--- src/rtl/hsv2rgb_pkg.sv ---
// Shared constants and sector helper for the HSV->RGB converter.
package hsv2rgb_pkg;

    localparam int unsigned PIX_W    = 8;
    localparam int unsigned PROD_W   = 16;
    localparam int unsigned REGION_W = 3;

    // Hue circle is 256 codes split into six 43-code sectors (last one short).
    localparam int unsigned SECTOR_W  = 43;
    localparam int unsigned THR_1     = SECTOR_W * 1;
    localparam int unsigned THR_2     = SECTOR_W * 2;
    localparam int unsigned THR_3     = SECTOR_W * 3;
    localparam int unsigned THR_4     = SECTOR_W * 4;
    localparam int unsigned THR_5     = SECTOR_W * 5;
    localparam int unsigned REM_SCALE = 6;

    localparam int unsigned HSV2RGB_LATENCY = 5;

    typedef struct packed {
        logic [REGION_W-1:0] region;
        logic [PIX_W-1:0]    rem;
    } sector_t;

    // Sector index by threshold compare, and the scaled position inside it.
    function automatic sector_t hsv_sector(input logic [PIX_W-1:0] h);
        sector_t          sec;
        logic [PIX_W-1:0] base;
        if (h >= PIX_W'(THR_5)) begin
            sec.region = REGION_W'(5);
            base       = PIX_W'(THR_5);
        end else if (h >= PIX_W'(THR_4)) begin
            sec.region = REGION_W'(4);
            base       = PIX_W'(THR_4);
        end else if (h >= PIX_W'(THR_3)) begin
            sec.region = REGION_W'(3);
            base       = PIX_W'(THR_3);
        end else if (h >= PIX_W'(THR_2)) begin
            sec.region = REGION_W'(2);
            base       = PIX_W'(THR_2);
        end else if (h >= PIX_W'(THR_1)) begin
            sec.region = REGION_W'(1);
            base       = PIX_W'(THR_1);
        end else begin
            sec.region = REGION_W'(0);
            base       = PIX_W'(0);
        end
        // Offset is at most 42, so the x6 result fits in 8 bits (max 252).
        sec.rem = PIX_W'((h - base) * PIX_W'(REM_SCALE));
        return sec;
    endfunction

endpackage

--- src/rtl/hsv2rgb_umul8x8.sv ---
// Registered 8x8 -> 16 unsigned multiplier, one clock of latency.
// Ports: clock; a, b operands; p registered product.
module umul8x8
    import hsv2rgb_pkg::*;
(
    input  logic              clock,
    input  logic [PIX_W-1:0]  a,
    input  logic [PIX_W-1:0]  b,
    output logic [PROD_W-1:0] p
);

    always_ff @(posedge clock) begin
        p <= PROD_W'(a) * PROD_W'(b);
    end

endmodule

--- src/rtl/hsv2rgb.sv ---
// Pipelined HSV -> RGB converter, 5-clock latency, one sample per clock.
// Ports: clock, reset (sync, active-high); in_valid/h/s/v/in_tag sample in;
//        out_valid/r/g/b/out_tag result out, held while out_valid is low.
module hsv2rgb
    import hsv2rgb_pkg::*;
#(
    parameter int unsigned TAG_W = 21
) (
    input  logic             clock,
    input  logic             reset,
    input  logic             in_valid,
    input  logic [7:0]       h,
    input  logic [7:0]       s,
    input  logic [7:0]       v,
    input  logic [TAG_W-1:0] in_tag,
    output logic             out_valid,
    output logic [7:0]       r,
    output logic [7:0]       g,
    output logic [7:0]       b,
    output logic [TAG_W-1:0] out_tag
);

    localparam int unsigned LAT = HSV2RGB_LATENCY;

    logic [LAT-1:0]   valid_sr;
    logic [TAG_W-1:0] tag_sr [LAT-1];

    // S1 input registers
    logic [PIX_W-1:0] s1_h, s1_s, s1_v;
    // S2 sector decode
    logic [PIX_W-1:0]    s2_v, s2_s, s2_s_inv, s2_rem, s2_rem_inv;
    logic [REGION_W-1:0] s2_region;
    logic                s2_zero;
    sector_t             sec_c;
    // S3 first products
    logic [PROD_W-1:0]   s_rem_prod, s_nrem_prod, v_sinv_prod;
    logic [PIX_W-1:0]    s3_v;
    logic [REGION_W-1:0] s3_region;
    logic                s3_zero;
    // S4 second products
    logic [PROD_W-1:0]   q_prod, t_prod;
    logic [PIX_W-1:0]    s4_v, s4_p;
    logic [REGION_W-1:0] s4_region;
    logic                s4_zero;
    // S5 mux
    logic [PIX_W-1:0]    r_c, g_c, b_c, q_c, t_c;

    // Only the high byte of each product is used downstream.
    logic unused_lsbs;
    assign unused_lsbs = ^{s_rem_prod[7:0], s_nrem_prod[7:0], v_sinv_prod[7:0],
                           q_prod[7:0], t_prod[7:0]};

    assign out_valid = valid_sr[LAT-1];
    assign sec_c     = hsv_sector(s1_h);

    // Valid shift register; reset discards every in-flight sample.
    always_ff @(posedge clock) begin
        if (reset) begin
            valid_sr <= '0;
        end else begin
            valid_sr <= {valid_sr[LAT-2:0], in_valid};
        end
    end

    // Tag delay line; final stage is the out_tag output register.
    always_ff @(posedge clock) begin
        tag_sr[0] <= in_tag;
        for (int i = 1; i < LAT - 1; i++) begin
            tag_sr[i] <= tag_sr[i-1];
        end
    end

    // S1/S2 datapath registers
    always_ff @(posedge clock) begin
        s1_h       <= h;
        s1_s       <= s;
        s1_v       <= v;
        s2_v       <= s1_v;
        s2_s       <= s1_s;
        s2_s_inv   <= PIX_W'(8'd255 - s1_s);
        s2_rem     <= sec_c.rem;
        s2_rem_inv <= PIX_W'(8'd255 - sec_c.rem);
        s2_region  <= sec_c.region;
        s2_zero    <= (s1_s == '0);
    end

    // S3: s*rem, s*(255-rem), v*(255-s)
    umul8x8 u_mul_srem  (.clock(clock), .a(s2_s), .b(s2_rem),     .p(s_rem_prod));
    umul8x8 u_mul_snrem (.clock(clock), .a(s2_s), .b(s2_rem_inv), .p(s_nrem_prod));
    umul8x8 u_mul_vsinv (.clock(clock), .a(s2_v), .b(s2_s_inv),   .p(v_sinv_prod));

    always_ff @(posedge clock) begin
        s3_v      <= s2_v;
        s3_region <= s2_region;
        s3_zero   <= s2_zero;
    end

    // S4: q and t products; p is the high byte of v*(255-s)
    umul8x8 u_mul_q (.clock(clock), .a(s3_v), .b(PIX_W'(8'd255 - s_rem_prod[15:8])),  .p(q_prod));
    umul8x8 u_mul_t (.clock(clock), .a(s3_v), .b(PIX_W'(8'd255 - s_nrem_prod[15:8])), .p(t_prod));

    always_ff @(posedge clock) begin
        s4_v      <= s3_v;
        s4_p      <= v_sinv_prod[15:8];
        s4_region <= s3_region;
        s4_zero   <= s3_zero;
    end

    // S5 region mux; zero saturation forces grey.
    always_comb begin
        r_c = s4_v;
        g_c = s4_v;
        b_c = s4_v;
        q_c = q_prod[15:8];
        t_c = t_prod[15:8];
        if (!s4_zero) begin
            case (s4_region)
                3'd0:    begin r_c = s4_v; g_c = t_c;  b_c = s4_p; end
                3'd1:    begin r_c = q_c;  g_c = s4_v; b_c = s4_p; end
                3'd2:    begin r_c = s4_p; g_c = s4_v; b_c = t_c;  end
                3'd3:    begin r_c = s4_p; g_c = q_c;  b_c = s4_v; end
                3'd4:    begin r_c = t_c;  g_c = s4_p; b_c = s4_v; end
                default: begin r_c = s4_v; g_c = s4_p; b_c = q_c;  end
            endcase
        end
    end

    // Output registers load only for valid samples.
    always_ff @(posedge clock) begin
        if (reset) begin
            r       <= '0;
            g       <= '0;
            b       <= '0;
            out_tag <= '0;
        end else if (valid_sr[LAT-2]) begin
            r       <= r_c;
            g       <= g_c;
            b       <= b_c;
            out_tag <= tag_sr[LAT-2];
        end
    end

endmodule

--- config.mk ---
export PLATFORM = sky130hd
export DESIGN_NAME = hsv2rgb
export DESIGN_NICKNAME = d
export VERILOG_FILES = /design/src/rtl/hsv2rgb_pkg.sv /design/src/rtl/hsv2rgb_umul8x8.sv /design/src/rtl/hsv2rgb.sv
export SDC_FILE = /design/constraint.sdc
export NUM_CORES = 1
export LEC_CHECK = 0
export BUFFER_PORTS_ARGS = -buffer_cell sky130_fd_sc_hd__buf_2
export CAP_MARGIN = 10
export CORE_MARGIN = 10
export CORE_UTILIZATION = 56
export DETAILED_ROUTE_END_ITERATION = 8
export HOLD_SLACK_MARGIN = 0.1
export PLACE_DENSITY = 0.76
export SYNTH_ARGS = -nofsm -noshare
export SYNTH_HDL_FRONTEND = slang
export SYNTH_SLANG_ARGS = --single-unit
--- constraint.sdc ---
create_clock -name clock -period 4.47 [get_ports clock]
set_input_delay 0.894 -clock clock [delete_from_list [all_inputs] [get_ports clock]]
set_output_delay 0.894 -clock clock [all_outputs]
set_load 0.01 [all_outputs]
# Yosys cells after proc, flatten, opt, wreduce, memory -nomap -nowiden

Memories as Yosys holds them, arrays and structs flattened. A register that Yosys moved wholly into a read port is not among the register bits.
Cells that the tools add are included.

Add/subtract/negate cells: 5
Multiply operators: 6
Magnitude comparators: 5
Equal/unequal tests: 4
Multiplexer cells: 15
Reductions and logical operators: 7

Operators by type and width:

| kind                                                 | count |
|---|---|
| case mux 8 bit (3 select lines)                      | 3 |
| multiplier 8 x 8 -> 16 bit                           | 4 |
| two-way mux 8 bit                                    | 6 |
| subtractor 8 bit (first input constant)              | 4 |
| >= comparator 8 bit (second input constant)          | 3 |
| multiplier 8 x 7 -> 15 bit                           | 1 |
| OR reduction 2 bit                                   | 5 |
| >= comparator 8 x 6 -> 1 bit (second input constant) | 1 |
| >= comparator 8 x 7 -> 1 bit (second input constant) | 1 |
| zero test 8 bit                                      | 1 |
| multiplier 8 x 2 -> 7 bit (second input constant)    | 1 |
| subtractor 8 bit                                     | 1 |
| two-way mux 7 bit                                    | 1 |
| == test 3 x 2 -> 1 bit (second input constant)       | 2 |
| two-way mux 6 bit                                    | 1 |
| two-way mux 2 bit                                    | 2 |
| == test 3 x 1 -> 1 bit (second input constant)       | 1 |
| == test 3 bit (second input constant)                | 1 |
| zero test 3 bit                                      | 1 |
| two-way mux 1 bit                                    | 2 |

Flip-flop bits (word level): 208
Memory bits (writable): 84
Input bits: 48
Output and inout bits: 46
Memories kept: 1

Memories:

| memory | depth | bits a word | read ports | clocked after Yosys merged registers in | wr ports | RTL line      | RTL |
|---|---|---|---|---|---|---|---|
| tag_sr | 4     | 21          | 4          | 1                                       | 4        | hsv2rgb.sv:26 | `logic [TAG_W-1:0] tag_sr [LAT-1];` |

# Depth between registers and ports, before layout

Depth in word-level cells: 9
Depth in mapped cells: 17

# By module

A second synthesis with hierarchy kept.

Cells, all modules: 1,943
Area total of the unflattened synthesis: 19,508.7 um^2

Modules (own cells, without submodules):

| module                 | times used | cells an instance | area an instance (um^2) | seq. area each (um^2) |
|---|---|---|---|---|
| hsv2rgb                | 1          | 633               | 7,211.9                 | 4,644.5 |
| umul8x8 at u_mul_q ... | 2          | 259               | 2,434.8                 | 320.3 |
| umul8x8 at u_mul_srem  | 1          | 274               | 2,531.2                 | 320.3 |
| umul8x8 at u_mul_t     | 1          | 259               | 2,449.8                 | 320.3 |
| umul8x8 at u_mul_vsinv | 1          | 259               | 2,446.1                 | 320.3 |

# Worst setup path after synthesis

No wires, ideal clock.

Kind: reg2reg
From: register s2_s[5]
To: register u_mul_snrem.p[14]
Arrival: 4.287 ns
Data required time: 4.347 ns
Path slack: 0.059 ns
Stages on the path, launching flop included: 15
Cells stage by stage: dfxtp_1 -> clkbuf_1 -> nand2_1 -> fa_1 -> fa_1 -> inv_1 -> fa_1 -> fa_1 -> ha_1 -> or4_1 -> a21o_1 -> a21o_1 -> a31oi_1 -> o21bai_1 -> xor2_1

Longest elaborated chain between the ends: 1

Ends and longest elaborated chain:

| what                       | RTL line              | RTL |
|---|---|---|
| start, declared            | hsv2rgb.sv:31         | `logic [PIX_W-1:0] s2_v, s2_s, s2_s_inv, s2_rem, s2_rem_inv;` |
| start signal, assigned     | hsv2rgb.sv:79         | `s2_s <= s1_s;` |
| multiplier 8 x 8 -> 16 bit | hsv2rgb_umul8x8.sv:13 | `p <= PROD_W'(a) * PROD_W'(b);` |
| end signal, assigned       | hsv2rgb_umul8x8.sv:13 |  |
| end, declared              | hsv2rgb_umul8x8.sv:9  | `output logic [PROD_W-1:0] p` |

Every way passes these cells.
A chain may end at the register's enable or synchronous reset.

# Final worst setup path

From: register s3_v[4]
To: register u_mul_q.p[15]

Longest elaborated chain between the ends: 1

Ends and longest elaborated chain:

| what                       | RTL line              | RTL |
|---|---|---|
| start, declared            | hsv2rgb.sv:37         | `logic [PIX_W-1:0] s3_v;` |
| start signal, assigned     | hsv2rgb.sv:93         | `s3_v <= s2_v;` |
| multiplier 8 x 8 -> 16 bit | hsv2rgb_umul8x8.sv:13 |  |
| end signal, assigned       | hsv2rgb_umul8x8.sv:13 |  |
| end, declared              | hsv2rgb_umul8x8.sv:9  |  |

Every way passes these cells.

==> run metrics <==
Die Span X=approximately 190 µm; CP Launch Point=s3_v[4]; FILL cells=roughly 2300; gpl congestion=0.893; Synth area leader=dfxtp_1; port buffer count=a little over 90; largest cells by area after synthesis=dfxtp_1, fa_1, ha_1, inv_1, nand2b_1; post-DP HPWL=between 20000 and 30000 µm; initial antenna violation count=0; MaxCap Viol Count=0; hold path start=tag_sr[2][3]; GR Overflow Total=0; Arrival @ worst endpoint=~4.7 ns; RSZ-0062 raised after global routing=true; Final nets=2223; CTS tree=built; CP startpoint kind=flip-flop; pin count of the biggest net entering global routing=between 50 and 60; Final period util=0.961; final setup fails=0; Largest regs=tag_sr: 84 flops, out_tag: 21 flops; final hold viol count=0; final std cells w/o fill=about 2200; critical path class=reg2reg; Main synth FF type=dfxtp_1; Tmin final=approximately 4.3 ns; Ports=94; chip height=194 µm; pre-CTS setup slack=-0.0193 ns; status=finished, final reports clean; DRT Pass-1 Iters=7; Inst Count DP=between 2000 and 2500; H-Tree Depth=1; Syn Inst Count=1700; Via density=5.25; die area=37700 µm²; Biggest register=tag_sr; # hold bufs at CTS=0; FF-to-FF End=u_mul_q.p[15]; Worst Hold Class=reg2reg; vias=11800; first-pass GRT wire length=60500 µm; Clk pin slew, worst setup/hold paths=approximately 0.06 ns; register bit total from synthesis=around 270; wl on met1=about 15000 µm; Worst Tran Pin Value=~1.0 ns; Routed Antenna Nets=0; Seq/Total Area, Yosys=0.321; CP Data Required Time=between 4 and 5 ns; Core ar.=between 20000 and 30000 µm²; share of cells above drive strength 1=0.133; critical path peak fanout=16; Critical Path Sink Type=flip-flop; Slew Viols, Final=0; Global Route Usage Sum=0.188; mapped cell area=17000 µm²; WL/cell=15.9 µm; met2 wire length=roughly 18000 µm; Syn Nets=2091; Synth top area share=0.321; CTS Buf Count=27; Area growth syn-to-layout=13.7%; fmax=roughly 0.23 GHz; clock sink count=272; final antenna diode count=0; Post-synth EDFFs=0; CTS Buffer Depth=3; Worst Reg2Reg Path Length in Cells=16; DRC errors left=0; total number of yosys warnings=0; FFs w/ async S/R, synth=0; Initial Util=0.570; clock latency on the worst-skew pair=around 0.55 ns; Syn Area/Cell=approximately 10 µm²; Final Skew=between 0.015 and 0.02 ns; 1st-iter DRT viols=approximately 700; Hold Path Depth=0; final wirelength=~36000 µm; Worst Hold End=tag_sr[3][3]; DR WL met3=1840 µm; synth unique cells=between 50 and 60; Crit Reg-Reg Startpoint=s3_v[4]; setup slack, reg-to-reg=between 0.15 and 0.2 ns; relative slew slack=0.302; final worst setup slack=~0.17 ns; row count=63; vias in the first global route=around 12000; top sig layer=met4; max reg flops=84; Root Driver=clkbuf_16
[cells by family (layout without fill, tap and decap cells)]
logic type | count (synthesis) | after routing | synth area share
adders and majority gates | 344 | 344 | 0.328
buffers and inverters | 298 | 450 | 0.0666
and+or+nand+nor | 508 | 508 | 0.161
DFF | 272 | 272 | 0.321
xor gates and xnor gates | 53 | 53 | 0.0290
muxes | 30 | 30 | 0.0177
AOI/OAI and AO/OA | 195 | 195 | 0.0769
[through the flow]
stage	hold slack, ns	area [µm²]	setup TNS [ns]	util
after floorplan	0.310	17000	0	-
after global placement	0.310	18200	0	0.610
after detailed placement	0.312	18200	-0.0372	0.610
after CTS	0.323	19100	0	0.641
after global routing	0.329	19300	-0.0439	0.648
final	0.321	19300	0	0.648
[timing repair]
item,in CTS,in global routing
resized for setup,3,47
endpoints found under the setup margin,5,19
setup buffers,0,6
pin swaps,0,8
[cell type report]
cell class                      count  area, µm²  share of cell area
Clock inverter                     14        188             0.00972
Sequential cell                   272       5490               0.284
Timing Repair Buffer              153        961              0.0498
Clock buffer                       35        746              0.0386
Inverter                          248        931              0.0482
Multi-Input combinational cell   1130      10500               0.544
Tap cell                          390        488              0.0253
[synthesized netlist by cell type, types with 9 or more instances]
master and instances:
a21oi_1 61, nand3_1 15, a211oi_1 19, nand2_1 145, a21o_1 16, o21ai_0 23
mux2i_1 30, nand2b_1 104, xnor2_1 30, ha_1 173, clkbuf_1 42, nand3b_1 10
a211o_1 10, fa_1 170, nor3_1 9, nand4_1 12, and2_1 81, nor2_1 40
xor2_1 21, dfxtp_1 272, nor2b_1 74, inv_1 248, o211ai_1 20
[how the worst max path moves through the flow]
stage                             end  slack, ns  cells past startpoint
global placement    u_mul_snrem.p[14]       0.08                     14
global route            u_mul_q.p[15]      -0.02                     16
detailed placement   u_mul_srem.p[14]      -0.02                     16
floorplan           u_mul_snrem.p[14]       0.06                     14
CTS                  u_mul_srem.p[14]       0.01                     17
finish                  u_mul_q.p[15]       0.17                     16
[per-layer routing]
metal / vias to the layer above / GRT usage
met5: - / 0
li1: 5711 / -
met3: 56 / 0.0316
met2: 299 / 0.335
met1: 5694 / 0.233
met4: 0 / 0.0423
[critical path, stage by stage, from the launching register on]
cell and delay (ns):
dfxtp_1 0.38, buf_12 0.17, nand2b_1 0.09, fa_1 0.53, inv_1 0.05, fa_1 0.45
fa_1 0.49, inv_1 0.05, fa_1 0.47, inv_1 0.04, ha_1 0.32, and2_1 0.15
and4_1 0.19, o211ai_1 0.11, nand3_1 0.17, a2111o_1 0.40, o211a_1 0.13
[cell usage in the layout (no fill, tap or decap), types with 10 or more instances in the layout]
cell       Yosys  routed
a21o_1        16      16
xor2_1        21      21
nand3b_1      10      10
o211ai_1      20      20
nor2b_1       74      74
dfxtp_2        0      21
fa_1         170     170
a211o_1       10      10
o21ai_0       23      20
a21oi_1       61      57
nand3_1       15      15
dfxtp_1      272     247
nand2b_1     104     104
inv_1        248     248
clkbuf_16      0      27
buf_4          0      55
ha_1         173     168
nand2_1      145     145
nor2_1        40      40
a211oi_1      19      18
buf_2          4      93
nand4_1       12      12
mux2i_1       30      30
and2_1        81      81
xnor2_1       30      29
Power is not shown: default switching activity piles up to over one toggle a cycle in this logic, so the estimate is an artifact.
